File: src/rtl/hack_pkg.sv
// Shared Hack CPU types: instruction word, 16-bit address and the fetch FIFO entry.
package hack_pkg;
  localparam int INST_W     = 16;
  localparam int ADDR_W     = 16;
  localparam int ROM_AW_DEF = 15;

  typedef logic [INST_W-1:0] inst_t;
  typedef logic [ADDR_W-1:0] addr_t;

  typedef struct packed {
    inst_t data;
    addr_t addr;
  } fetch_entry_t;
endpackage

File: src/rtl/fetch_fifo.sv
// Synchronous circular FIFO of fetch entries with a synchronous clear.
// Latency: a push is visible at the head the cycle after the push edge.
// Backpressure: none internally; the caller's credit scheme must keep pushes off a full FIFO.
module fetch_fifo
  import hack_pkg::*;
#(
  parameter int DEPTH = 3,
  parameter int WIDTH = $bits(fetch_entry_t)
) (
  input  logic                       clk,
  input  logic                       clear,
  input  logic                       push,
  input  logic [WIDTH-1:0]           push_dat,
  input  logic                       pop,
  output logic [WIDTH-1:0]           head_dat,
  output logic [$clog2(DEPTH+1)-1:0] occupancy
);
  localparam int PW = $clog2(DEPTH);
  localparam int OW = $clog2(DEPTH+1);

  logic [WIDTH-1:0] mem [DEPTH];
  logic [PW-1:0]    wr_ptr;
  logic [PW-1:0]    rd_ptr;

  function automatic logic [PW-1:0] ptr_inc(input logic [PW-1:0] p);
    return (p == PW'(DEPTH-1)) ? '0 : p + 1'b1;
  endfunction

  assign head_dat = mem[rd_ptr];

  always_ff @(posedge clk) begin
    if (clear) begin
      wr_ptr    <= '0;
      rd_ptr    <= '0;
      occupancy <= '0;
    end else begin
      if (push) begin
        mem[wr_ptr] <= push_dat;
        wr_ptr      <= ptr_inc(wr_ptr);
      end
      if (pop) begin
        rd_ptr <= ptr_inc(rd_ptr);
      end
      if (push && !pop) begin
        occupancy <= occupancy + 1'b1;
      end else if (pop && !push) begin
        occupancy <= occupancy - 1'b1;
      end
    end
  end

  // The credit rule upstream must make this impossible.
  push_not_full: assert property (@(posedge clk) disable iff (clear)
    !(push && occupancy == OW'(DEPTH)));
endmodule

File: src/rtl/instruction_fetch.sv
// Fetch unit: hides the 1-cycle ROM read and buffers instructions for decode (IFETCH_STATS_EN adds counters).
// Latency: 2 cycles from accepted request to inst_valid; 1 instruction/cycle sustained when DEPTH >= 3.
// Backpressure: credit-based req_ready (occupancy + in-flight < DEPTH); flush discards everything in flight.
module instruction_fetch
  import hack_pkg::*;
#(
  parameter int DEPTH  = 3,
  parameter int ROM_AW = ROM_AW_DEF
) (
  input  logic              clk,
  input  logic              reset,
  input  logic              req_valid,
  output logic              req_ready,
  input  addr_t             req_addr,
  input  logic              flush,
  output logic              rom_en,
  output logic [ROM_AW-1:0] rom_addr,
  input  inst_t             rom_data,
  output logic              inst_valid,
  input  logic              inst_ready,
  output inst_t             inst_data,
  output addr_t             inst_addr
`ifdef IFETCH_STATS_EN
  ,
  output logic [31:0]       stat_fetched,
  output logic [15:0]       stat_flushed
`endif
);
  localparam int OW = $clog2(DEPTH+1);

  logic         inflight;
  addr_t        inflight_addr;
  logic         inflight_drop;
  logic [OW-1:0] occupancy;
  logic [OW:0]  credit_used;
  logic         accept;
  logic         push;
  logic         pop;
  fetch_entry_t push_entry;
  fetch_entry_t head_entry;

  assign credit_used = {1'b0, occupancy} + {{OW{1'b0}}, inflight};
  assign req_ready   = !reset && !flush && (credit_used < (OW+1)'(DEPTH));
  assign accept      = req_valid && req_ready;
  assign rom_en      = accept;
  assign rom_addr    = req_addr[ROM_AW-1:0];

  // A read landing in the flush cycle is discarded along with the FIFO.
  assign push       = inflight && !inflight_drop && !flush;
  assign push_entry = '{data: rom_data, addr: inflight_addr};

  assign inst_valid = (occupancy != '0);
  assign pop        = inst_valid && inst_ready;
  assign inst_data  = inst_valid ? head_entry.data : '0;
  assign inst_addr  = inst_valid ? head_entry.addr : '0;

  always_ff @(posedge clk) begin
    if (reset) begin
      inflight      <= 1'b0;
      inflight_addr <= '0;
      inflight_drop <= 1'b0;
    end else begin
      inflight <= accept;
      if (accept) begin
        inflight_addr <= req_addr;
        inflight_drop <= 1'b0;
      end else if (flush) begin
        inflight_drop <= 1'b1;
      end
    end
  end

  fetch_fifo #(
    .DEPTH (DEPTH),
    .WIDTH ($bits(fetch_entry_t))
  ) u_fifo (
    .clk       (clk),
    .clear     (reset || flush),
    .push      (push),
    .push_dat  (push_entry),
    .pop       (pop),
    .head_dat  (head_entry),
    .occupancy (occupancy)
  );

`ifdef IFETCH_STATS_EN
  logic [15:0] discard_cnt;
  logic [16:0] flushed_sum;

  // Entries popped in the flush cycle count as fetched, not discarded.
  always_comb begin
    discard_cnt = 16'(occupancy) - 16'(pop) + 16'(inflight && !inflight_drop);
    flushed_sum = {1'b0, stat_flushed} + {1'b0, discard_cnt};
  end

  always_ff @(posedge clk) begin
    if (reset) begin
      stat_fetched <= '0;
      stat_flushed <= '0;
    end else begin
      if (pop && stat_fetched != '1) begin
        stat_fetched <= stat_fetched + 1'b1;
      end
      if (flush) begin
        stat_flushed <= flushed_sum[16] ? '1 : flushed_sum[15:0];
      end
    end
  end
`endif
endmodule
File: config.mk
export PLATFORM = sky130hd
export DESIGN_NAME = instruction_fetch
export DESIGN_NICKNAME = d
export VERILOG_FILES = /design/src/rtl/hack_pkg.sv /design/src/rtl/fetch_fifo.sv /design/src/rtl/instruction_fetch.sv
export SDC_FILE = /design/constraint.sdc
export NUM_CORES = 1
export LEC_CHECK = 0
export ABC_CLOCK_PERIOD_IN_PS = 4750
export BUFFER_PORTS_ARGS = -buffer_cell sky130_fd_sc_hd__clkbuf_2
export CAP_MARGIN = 10
export CORE_MARGIN = 10
export CORE_UTILIZATION = 62
export CTS_BUF_LIST = sky130_fd_sc_hd__clkbuf_8
export CTS_CLUSTER_SIZE = 10
export DETAILED_ROUTE_END_ITERATION = 8
export HOLD_SLACK_MARGIN = 0.03
export MAX_ROUTING_LAYER = met4
export PLACE_DENSITY_LB_ADDON = 0.1
export SLEW_MARGIN = 20
export SYNTH_ARGS = -nofsm -noshare
export SYNTH_HDL_FRONTEND = slang
export SYNTH_SLANG_ARGS = --single-unit
File: constraint.sdc
create_clock -name clk -period 4.75 [get_ports clk]
set_input_delay 0.7125 -clock clk [delete_from_list [all_inputs] [get_ports clk]]
set_output_delay 0.7125 -clock clk [all_outputs]
set_load 0.05 [all_outputs]
Word-level counts from Yosys, hierarchy flattened
Memories as Yosys holds them, arrays and structs flattened. A register that Yosys moved wholly into a read port is not among the register bits.
Index checks and enable logic that the tools add are counted.
{"block": "totals", "regBits": 24, "inputBits": 37, "word_cells": 43, "ram_bits": 96, "mem_count": 1, "output_inout_bits": 50}
{"memory": "u_fifo.mem", "words": 3, "word_bits": 32, "read_ports": 1, "rd_ports_with_merged_regs": 1, "wr": 1, "line": "fetch_fifo.sv:21", "rtl": "logic [WIDTH-1:0] mem [DEPTH];"}
{"block": "op_classes", "addsub": 5, "eq_ne": 2, "order_cmp": 1, "muxes": 11, "n_reduce_logical": 17}
{"cell": "$mux W16", "n": 2}
{"cell": "$mux W2", "n": 6}
{"cell": "$logic_and A1 B1 Y1", "n": 8}
{"cell": "$add A2 B1 Y2 const B", "n": 3}
{"cell": "$logic_not A1 Y1", "n": 5}
{"cell": "$eq A2 B2 Y1 const B", "n": 2}
{"cell": "$reduce_bool A2 Y1", "n": 2}
{"cell": "$add A2 B1 Y3", "n": 1}
{"cell": "$lt A3 B2 Y1 const B", "n": 1}
{"cell": "$mux W1", "n": 3}
{"cell": "$reduce_or A2 Y1", "n": 1}
{"cell": "$sub A2 B1 Y2 const B", "n": 1}
{"cell": "$logic_or A1 B1 Y1", "n": 1}

Logic depth before layout (Yosys ltp)
Gate-level depths: netlist of run 1.
{"block": "depth", "word_depth": 7, "mapped_depth": 7, "depth_no_buf": 5}

Hierarchy
A second synthesis of run 1 with hierarchy kept.
{"block": "hier_totals", "cells_unflattened": 372, "hier_area_um2": 5021.1}
{"module": "fetch_fifo", "area_each_um2": 3861.2, "instances": 1, "seq_area_each_um2": 3042.9, "cells_per_inst": 236}
{"module": "instruction_fetch", "area_each_um2": 1159.9, "instances": 1, "seq_area_each_um2": 360.3, "cells_per_inst": 136}

Worst setup path before layout of run 1
No wires, ideal clock.
{"block": "synth_path", "path_kind": "input -> register", "startpoint": "input flush", "endpoint": "memory u_fifo.mem[1][0] (netlist name), enable pin", "setup_ps": 421, "path_slack_ps": 1717, "path_stages": 3, "t_required_ps": 4329, "arrival_time_ps": 2612, "cell_sequence": "nor3b_1 > nand3b_1 > nor2_1"}
{"block": "synth_via", "elab_chain_cells": 5}
{"element": "from (decl)", "line": "instruction_fetch.sv:15", "rtl": "input logic flush,"}
{"element": "$logic_not A1 Y1", "line": "instruction_fetch.sv:49", "rtl": "assign push = inflight && !inflight_drop && !flush;"}
{"element": "$logic_and A1 B1 Y1", "line": "instruction_fetch.sv:49"}
{"element": "$mux W1", "line": "fetch_fifo.sv:37", "rtl": "if (push) begin"}
{"element": "$mux W1 (*)", "line": "fetch_fifo.sv:32", "rtl": "if (clear) begin"}
{"element": "$mux W1 (implied by the code) (*)", "line": "fetch_fifo.sv:38", "rtl": "mem[wr_ptr] <= push_dat;"}
{"element": "to (decl)", "line": "fetch_fifo.sv:21"}
Mark *: on every way between the ends. The rest lies on a longest branch, timed or not.

Worst setup path after layout of run 1
{"block": "layout_path", "startpoint": "register u_fifo.occupancy[0]", "endpoint": "output rom_en"}
{"block": "layout_via", "elab_chain_cells": 4}
{"element": "from (decl)", "line": "fetch_fifo.sv:16", "rtl": "output logic [$clog2(DEPTH+1)-1:0] occupancy"}
{"element": "from (signal assigned)", "line": "fetch_fifo.sv:45", "rtl": "occupancy <= occupancy + 1'b1;"}
{"element": "from (signal assigned)", "line": "fetch_fifo.sv:47", "rtl": "occupancy <= occupancy - 1'b1;"}
{"element": "$add A2 B1 Y3", "line": "instruction_fetch.sv:42", "rtl": "assign credit_used = {1'b0, occupancy} + {{OW{1'b0}}, inflight};"}
{"element": "$lt A3 B2 Y1", "line": "instruction_fetch.sv:43", "rtl": "assign req_ready = !reset && !flush && (credit_used < (OW+1)'(DEPTH));"}
{"element": "$logic_and A1 B1 Y1", "line": "instruction_fetch.sv:43"}
{"element": "$logic_and A1 B1 Y1", "line": "instruction_fetch.sv:44", "rtl": "assign accept = req_valid && req_ready;"}
{"element": "to (decl)", "line": "instruction_fetch.sv:16", "rtl": "output logic rom_en,"}
No other way between the ends.

==> results of run 1 <==
==> cell usage in the layout (no fill, tap or decap), types with 8 or more instances in the layout <==
| cell | n |
|---|---|
| mux2_1 | 9 |
| nand2_1 | 18 |
| nand3_1 | 16 |
| clkbuf_2 | 86 |
| mux2_2 | 23 |
| nor2_1 | 36 |
| o21ai_2 | 8 |
| clkbuf_8 | 17 |
| dfxtp_1 | 24 |
| o21ai_0 | 11 |
| mux2i_1 | 32 |
| edfxtp_1 | 96 |
==> power by group through the flow <==
| stage | clock network, W | logic (W) | registers [W] |
|---|---|---|---|
| after detailed placement | 0 | 0.000126 | 0.00120 |
| after CTS | 0.000858 | 0.000127 | 0.00117 |
| after floorplan | 0 | 0.0000966 | 0.00119 |
| final | 0.000844 | 0.000125 | 0.00117 |
| after global routing | 0.000913 | 0.000135 | 0.00117 |
| after global placement | 0 | 0.000124 | 0.00119 |
==> routing by layer <==
layer	vias to the layer above	routed length, microns	GRT usage, %
met5	-	0	-
met4	0	70	5.650
met3	7	506	5.664
met2	83	4313	25.24
met1	1314	3881	18.25
li1	1361	-	-
==> synth_stat cells (2+ instances only) <==
library cell,n
a21oi_1,3
or3_1,2
mux2i_1,32
mux2_2,23
and2_1,2
o21ai_2,8
o21ai_0,11
ha_1,3
mux2_1,9
xor2_1,2
dfxtp_1,26
buf_2,7
nor2_1,38
clkbuf_1,8
nand3_1,16
buf_4,16
edfxtp_1,96
nand2_1,18
==> cells by family (layout without fill, tap and decap cells) <==
| group | count (synthesis) | after routing | share of synthesized area, % |
|---|---|---|---|
| AOI/OAI and AO/OA | 24 | 24 | 3.593 |
| xor gates and xnor gates | 2 | 2 | 0.3568 |
| adders and majority gates | 3 | 3 | 0.7646 |
| buffers and inverters | 35 | 123 | 4.460 |
| DFF | 122 | 122 | 69.32 |
| muxes | 64 | 64 | 13.86 |
| and+or+nand+nor | 84 | 84 | 7.645 |
==> worst reg2reg max path: stages (launching register included) <==
cell and delay (ps):
dfxtp_1 340, nor3b_1 480, nand3b_1 240, nor2_4 780
==> worst min path at each step <==
stage,end,slack [ps],cells after the start,startpoint
3_3_place_gp,u_fifo.mem[2][7]$_DFFE_PP_,450,0,inflight_addr[7]$_SDFFE_PP0P_
6_report,register,480,2,u_fifo.rd_ptr[1]$_SDFFE_PP0P_
3_5_place_dp,u_fifo.mem[2][11]$_DFFE_PP_,470,0,inflight_addr[11]$_SDFFE_PP0P_
2_1_floorplan,u_fifo.mem[0][0]$_DFFE_PP_,440,0,inflight_addr[0]$_SDFFE_PP0P_
5_1_grt,u_fifo.mem[2][26]$_DFFE_PP_,460,1,rom_data[10]
4_1_cts,u_fifo.mem[1][28]$_DFFE_PP_,460,1,rom_data[12]
==> sequential cells by signal, summed over array words and instances, names as in the netlist, named ones only <==
| signal | count |
|---|---|
| inflight | 1 |
| inflight_addr | 16 |
| inflight_drop | 1 |
| u_fifo.mem | 96 |
| u_fifo.occupancy | 2 |
| u_fifo.rd_ptr | 2 |
| u_fifo.wr_ptr | 2 |
==> cell type report <==
type                            count  area share, %
Clock inverter                     15          2.365
Multi-Input combinational cell    177          22.96
Clock buffer                       17          4.133
Timing Repair Buffer               89          8.000
Tap cell                          102          2.254
Inverter                            2         0.1326
Sequential cell                   122          60.15
==> per-stage QoR <==
stage          power [W]  hold slack [ps]
6_report        0.002142            479.2
4_1_cts         0.002157            464.4
2_1_floorplan   0.001288            442.7
3_3_place_gp    0.001318            450.2
3_5_place_dp    0.001322            471.6
5_1_grt         0.002222            459.7
==> impl_metrics.ini, run 1 <==
[layout]
seq_area_sq_um = 3406
final.fill_count = 525
finalNetCount = 449
drive_above_1_share_pct = 38.15
multi_input_area_sq_um = 1300
final_core_util_pct = 73.27
diodes = 0
postLayoutCellArea_sq_um = 5662
finalNonFillerCells = 524
synthToLayoutAreaGrowth_pct = 15.32

[timing]
drv_slew = 0
setup_tns_ps = 0
relSlewSlack_pct = 29.89
setup_viol = 0
fin_crit_sh_pct = 65.08
rsz0062_at_grt = false
finalHoldViolations = 0
fin_worst_skew_ps = 10.84
fin_crit_ps = 3091
setup_slack_ps = 1659
worst_pin_slew_ps = 1052
max_freq_mhz = 323.5

[yosys]
synthArstFlopShare_pct = 0
ys_ff_latch = 122
syn-num-nets = 374
synthCells = 334
yosys-top-cells-area = edfxtp_1, dfxtp_1, mux2i_1, mux2_2, nor2_1
synth_top_area_share_pct = 58.72
synth_edf_count = 96
yosysWarnings = 0
synth-seq-area-share_pct = 69.32
synth_top_cell_by_area = edfxtp_1
syn_area_per_cell_sq_um = 14.70
synth_cell_types = 32
syn_area_sq_um = 4910
synth_top_flop_cell = edfxtp_1

[critical_path]
crit_arrival_ps = 2380
cp.required_ps = 4040
r2r-end = u_fifo.mem[1][29]$_DFFE_PP_
cp_top_family = buffers and inverters
critPathMaxFanout = 19
reg2reg_from = inflight$_SDFF_PP0_
cp.depth = 6
end_kind = output port
cpPeakStageDelay_ps = 370
slowest_stage = dfxtp_1
timing_worst_setup_path_type = reg -> out
endpoint = rom_en
worst-path-buf-inv = 2
rrSetupSlack_ps = 2520
r2r_cells = 3
crit_start = u_fifo.occupancy[0]$_SDFFE_PP0P_
crit_top_cell = ha_1
crit_path_start_kind = register
crit_path_cell_trace = ha_1, ha_1, a2111oi_4, buf_4, and2_1, clkbuf_2

[clocking]
cts.sinks = 122
clock_path_buffers = 2
cts_tree = done
clock-root-buffer = clkbuf_8
post_cts_resized = 0
hold_buffers = 0
ctsHtreeMaxLevel = 4
cts_buffers = 17
post_cts_buffers = 0
path_clk_slew_ps = 70
insertion_delay_ps = 420

[grt]
grt_pass1_wl_microns = 13830
grt_overflow = 0
grt_max_degree = 34
antenna_found_initial = 0
grt_pass1_vias = 2929
track_usage_pct = 15.87

[power]
seqPwrFrac_pct = 54.8
p_per_area_nw_per_um2 = 378.3
leakage_nw = 2.036
internal_power_w = 0.001654
power.net_switching_w = 0.0004881
comb_power_share_pct = 5.8
pwr-share-clk_pct = 39.4
peakVddDrop_mv = 0.2102
p_sw_share_pct = 22.78

[placed_design]
place_congestion = 0.7610
place_area_sq_um = 5294
post-place-ws_ps = 1932
io_buffers = 86
dp_hpwl_microns = 5472
dp_cells = 492

[route]
firstDrtPassIters = 5
num_vias = 2765
ant_nets = 0
wl_per_cell_microns = 16.74
wl_microns = 8771
first_iter_violations = 84
remaining_drc_errors = 0
viasPerCell = 5.277

[flow_run]
maxCapViolCount = 0

[die]
die_height_microns = 109.0
dieArea_sq_um = 11880
die_w_microns = 109.0
ios = 87
rows = 32
initial_core_util_pct = 63.54
coreArea_sq_um = 7727

[min_path]
hold_path.class = reg -> reg

[outcome]
status = complete, no violations
Note: power is estimated with default switching activity, not from simulation.
==> inputs of run 2 (changes only) <==
- ABC_CLOCK_PERIOD_IN_PS: 4750 -> 3100
- CORE_UTILIZATION: 62 -> 58
- clock period: 4.75 -> 3.1 ns (I/O delays scaled with it)
==> run 2 against run 1 <==
Compared with the run above:
- critical path depth unchanged
- sequential share of layout area is 1.6 points lower
- final cell count up 1.9%
- first-iteration DRC count increased by 73%
- clock skew fell by 3.0 ps
- power is 63% higher
- sequential power up 54%
- critical endpoint unchanged
- largest power group unchanged
- worst setup slack got worse by 1400 ps
- wire length increased by 8.0%
- clock power is 78% higher
==> impl_metrics.ini, run 2 (synthesis gave the netlist of run 1 again) <==
[outcome]
status = complete, no violations

[timing]
setup_viol = 0
relSlewSlack_pct = 40.70
worst_pin_slew_ps = 887.3
finalHoldViolations = 0
max_freq_mhz = 354.4
setup_tns_ps = 0
fin_crit_sh_pct = 91.01
fin_crit_ps = 2821
rsz0062_at_grt = false
drv_slew = 0
fin_worst_skew_ps = 7.855

[route]
viasPerCell = 5.382
wl_met2_microns = 4843
wl_per_cell_microns = 17.74
wl_met3_microns = 440
remaining_drc_errors = 0
firstDrtPassIters = 4
first_iter_violations = 145
highest_layer = met4
wl_microns = 9471
num_vias = 2874
ant_nets = 0
m1WireLength_microns = 4085

[min_path]
min_path_cells = 1
hold_path.class = in -> reg

[layout]
layout_commonest_cell = edfxtp_1
layout_common_cells = edfxtp_1, clkbuf_2, nor2_1
top_regs = u_fifo.mem: 96 flops, inflight_addr: 16 flops
diodes = 0
synthToLayoutAreaGrowth_pct = 18.40
regMostFlops = u_fifo.mem
finalNetCount = 456
largest_reg_flops = 96
finalNonFillerCells = 534
final.fill_count = 583
drive_above_1_share_pct = 38.69

[placed_design]
dp_hpwl_microns = 6090
io_buffers = 86
dp_cells = 502
place_congestion = 0.7629

[power]
leakage_nw = 2.115
power_w = 0.003493
peakVddDrop_mv = 0.2974
p_per_area_nw_per_um2 = 600.9

[critical_path]
cpPeakStageDelay_ps = 470
slowest_stage = dfxtp_1
cp.required_ps = 2630
critPathMaxFanout = 12
crit_start = u_fifo.occupancy[0]$_SDFFE_PP0P_
crit_path_cell_trace = ha_1, ha_1, a2111oi_4, buf_4, and2_1, buf_12
crit_top_cell = ha_1
rrSetupSlack_ps = 750
r2r_cells = 7
crit_arrival_ps = 2360
reg2reg_from = u_fifo.occupancy[0]$_SDFFE_PP0P_
end_kind = output port
timing_worst_setup_path_type = reg -> out
r2r-end = inflight_addr[7]$_SDFFE_PP0P_
endpoint = rom_en
crit_path_start_kind = register

[die]
die_w_microns = 112.0
coreArea_sq_um = 8217
dieArea_sq_um = 12550
ios = 87
die_height_microns = 112.0
initial_core_util_pct = 59.75
rows = 33

[grt]
grt_pass1_wl_microns = 15170
grt_max_degree = 34
grt_overflow = 0
antenna_found_initial = 0
track_usage_pct = 15.75
grt_pass1_vias = 3090

[clocking]
insertion_delay_ps = 410
cts_tree = done
post_cts_resized = 0
cts_buffers = 17
hold_buffers = 0
path_clk_slew_ps = 70
clock_path_buffers = 2
clock-root-buffer = clkbuf_8
cts.sinks = 122
ctsHtreeMaxLevel = 4
post_cts_buffers = 0

[flow_run]
maxCapViolCount = 0
==> run 2: cell types whose count changed in the layout (fill, tap and decap cells not counted), moves of 2 or more <==
cell / before / now
clkbuf_8: 17 / 20
buf_4: 3 / 9
bufinv_16: 2 / 4
buf_12: 0 / 2
inv_4: 4 / 0
==> run 2: per-layer routing <==
layer  up-vias  track usage, %
met1      1400           17.55
met2        91           26.11
li1       1371               -
met3        12           4.831
met4         0           5.922
met5         -               -
==> run 2: area by class of cell <==
type / instances / area, sq um / area share [%]
inverters: 2 / 7.507 / 0.1291
multi-input cells: 177 / 1305 / 22.45
clock inverters: 12 / 155.1 / 2.669
flip-flops and latches: 122 / 3406 / 58.59
clock buffers: 20 / 275.3 / 4.735
repair buffers: 96 / 533.0 / 9.169
well taps: 105 / 131.4 / 2.260
==> run 2: worst min path at each step <==
stage | from | end | slack (ps)
floorplan | inflight_addr[0]$_SDFFE_PP0P_ | u_fifo.mem[0][0]$_DFFE_PP_ | 440
global placement | inflight_addr[8]$_SDFFE_PP0P_ | u_fifo.mem[0][8]$_DFFE_PP_ | 450
detailed placement | inflight_addr[11]$_SDFFE_PP0P_ | u_fifo.mem[0][11]$_DFFE_PP_ | 460
CTS | rom_data[13] | u_fifo.mem[1][29]$_DFFE_PP_ | 220
global route | rom_data[13] | u_fifo.mem[0][29]$_DFFE_PP_ | 220
finish | rom_data[13] | u_fifo.mem[1][29]$_DFFE_PP_ | 250
==> run 2: power breakdown <==
| part | switching [W] | total (W) | leakage, nW | internal [W] |
|---|---|---|---|---|
| Clock | 0.000573 | 0.00150 | 0.234 | 0.000924 |
| Combinational | 0.000144 | 0.000199 | 0.826 | 0.0000559 |
| Sequential | 0.0000157 | 0.00180 | 1.05 | 0.00178 |
| Total | 0.000733 | 0.00349 | 2.11 | 0.00276 |
==> run 2: critical path, delay by kind of cell (launching register included) <==
family,cells,cell delay (ps)
flip-flops,1,470
AND/OR/NAND/NOR,1,210
AO/OA/AOI/OAI,1,370
adder cells (fa/ha/maj),2,480
buffers and inverters,2,400
==> run 2: through the flow <==
stage / area (sq um) / hold slack, ps / setup WS (ps) / utilization [%]
global placement: 5383 / 452.6 / 699.8 / 65.51
finish: 5813 / 246.3 / 278.7 / 70.75
detailed placement: 5383 / 464.6 / 643.8 / 65.51
floorplan: 4910 / 442.7 / 314.3 / -
global route: 5813 / 217.3 / 146.7 / 70.75
CTS: 5813 / 223.7 / 244.6 / 70.75
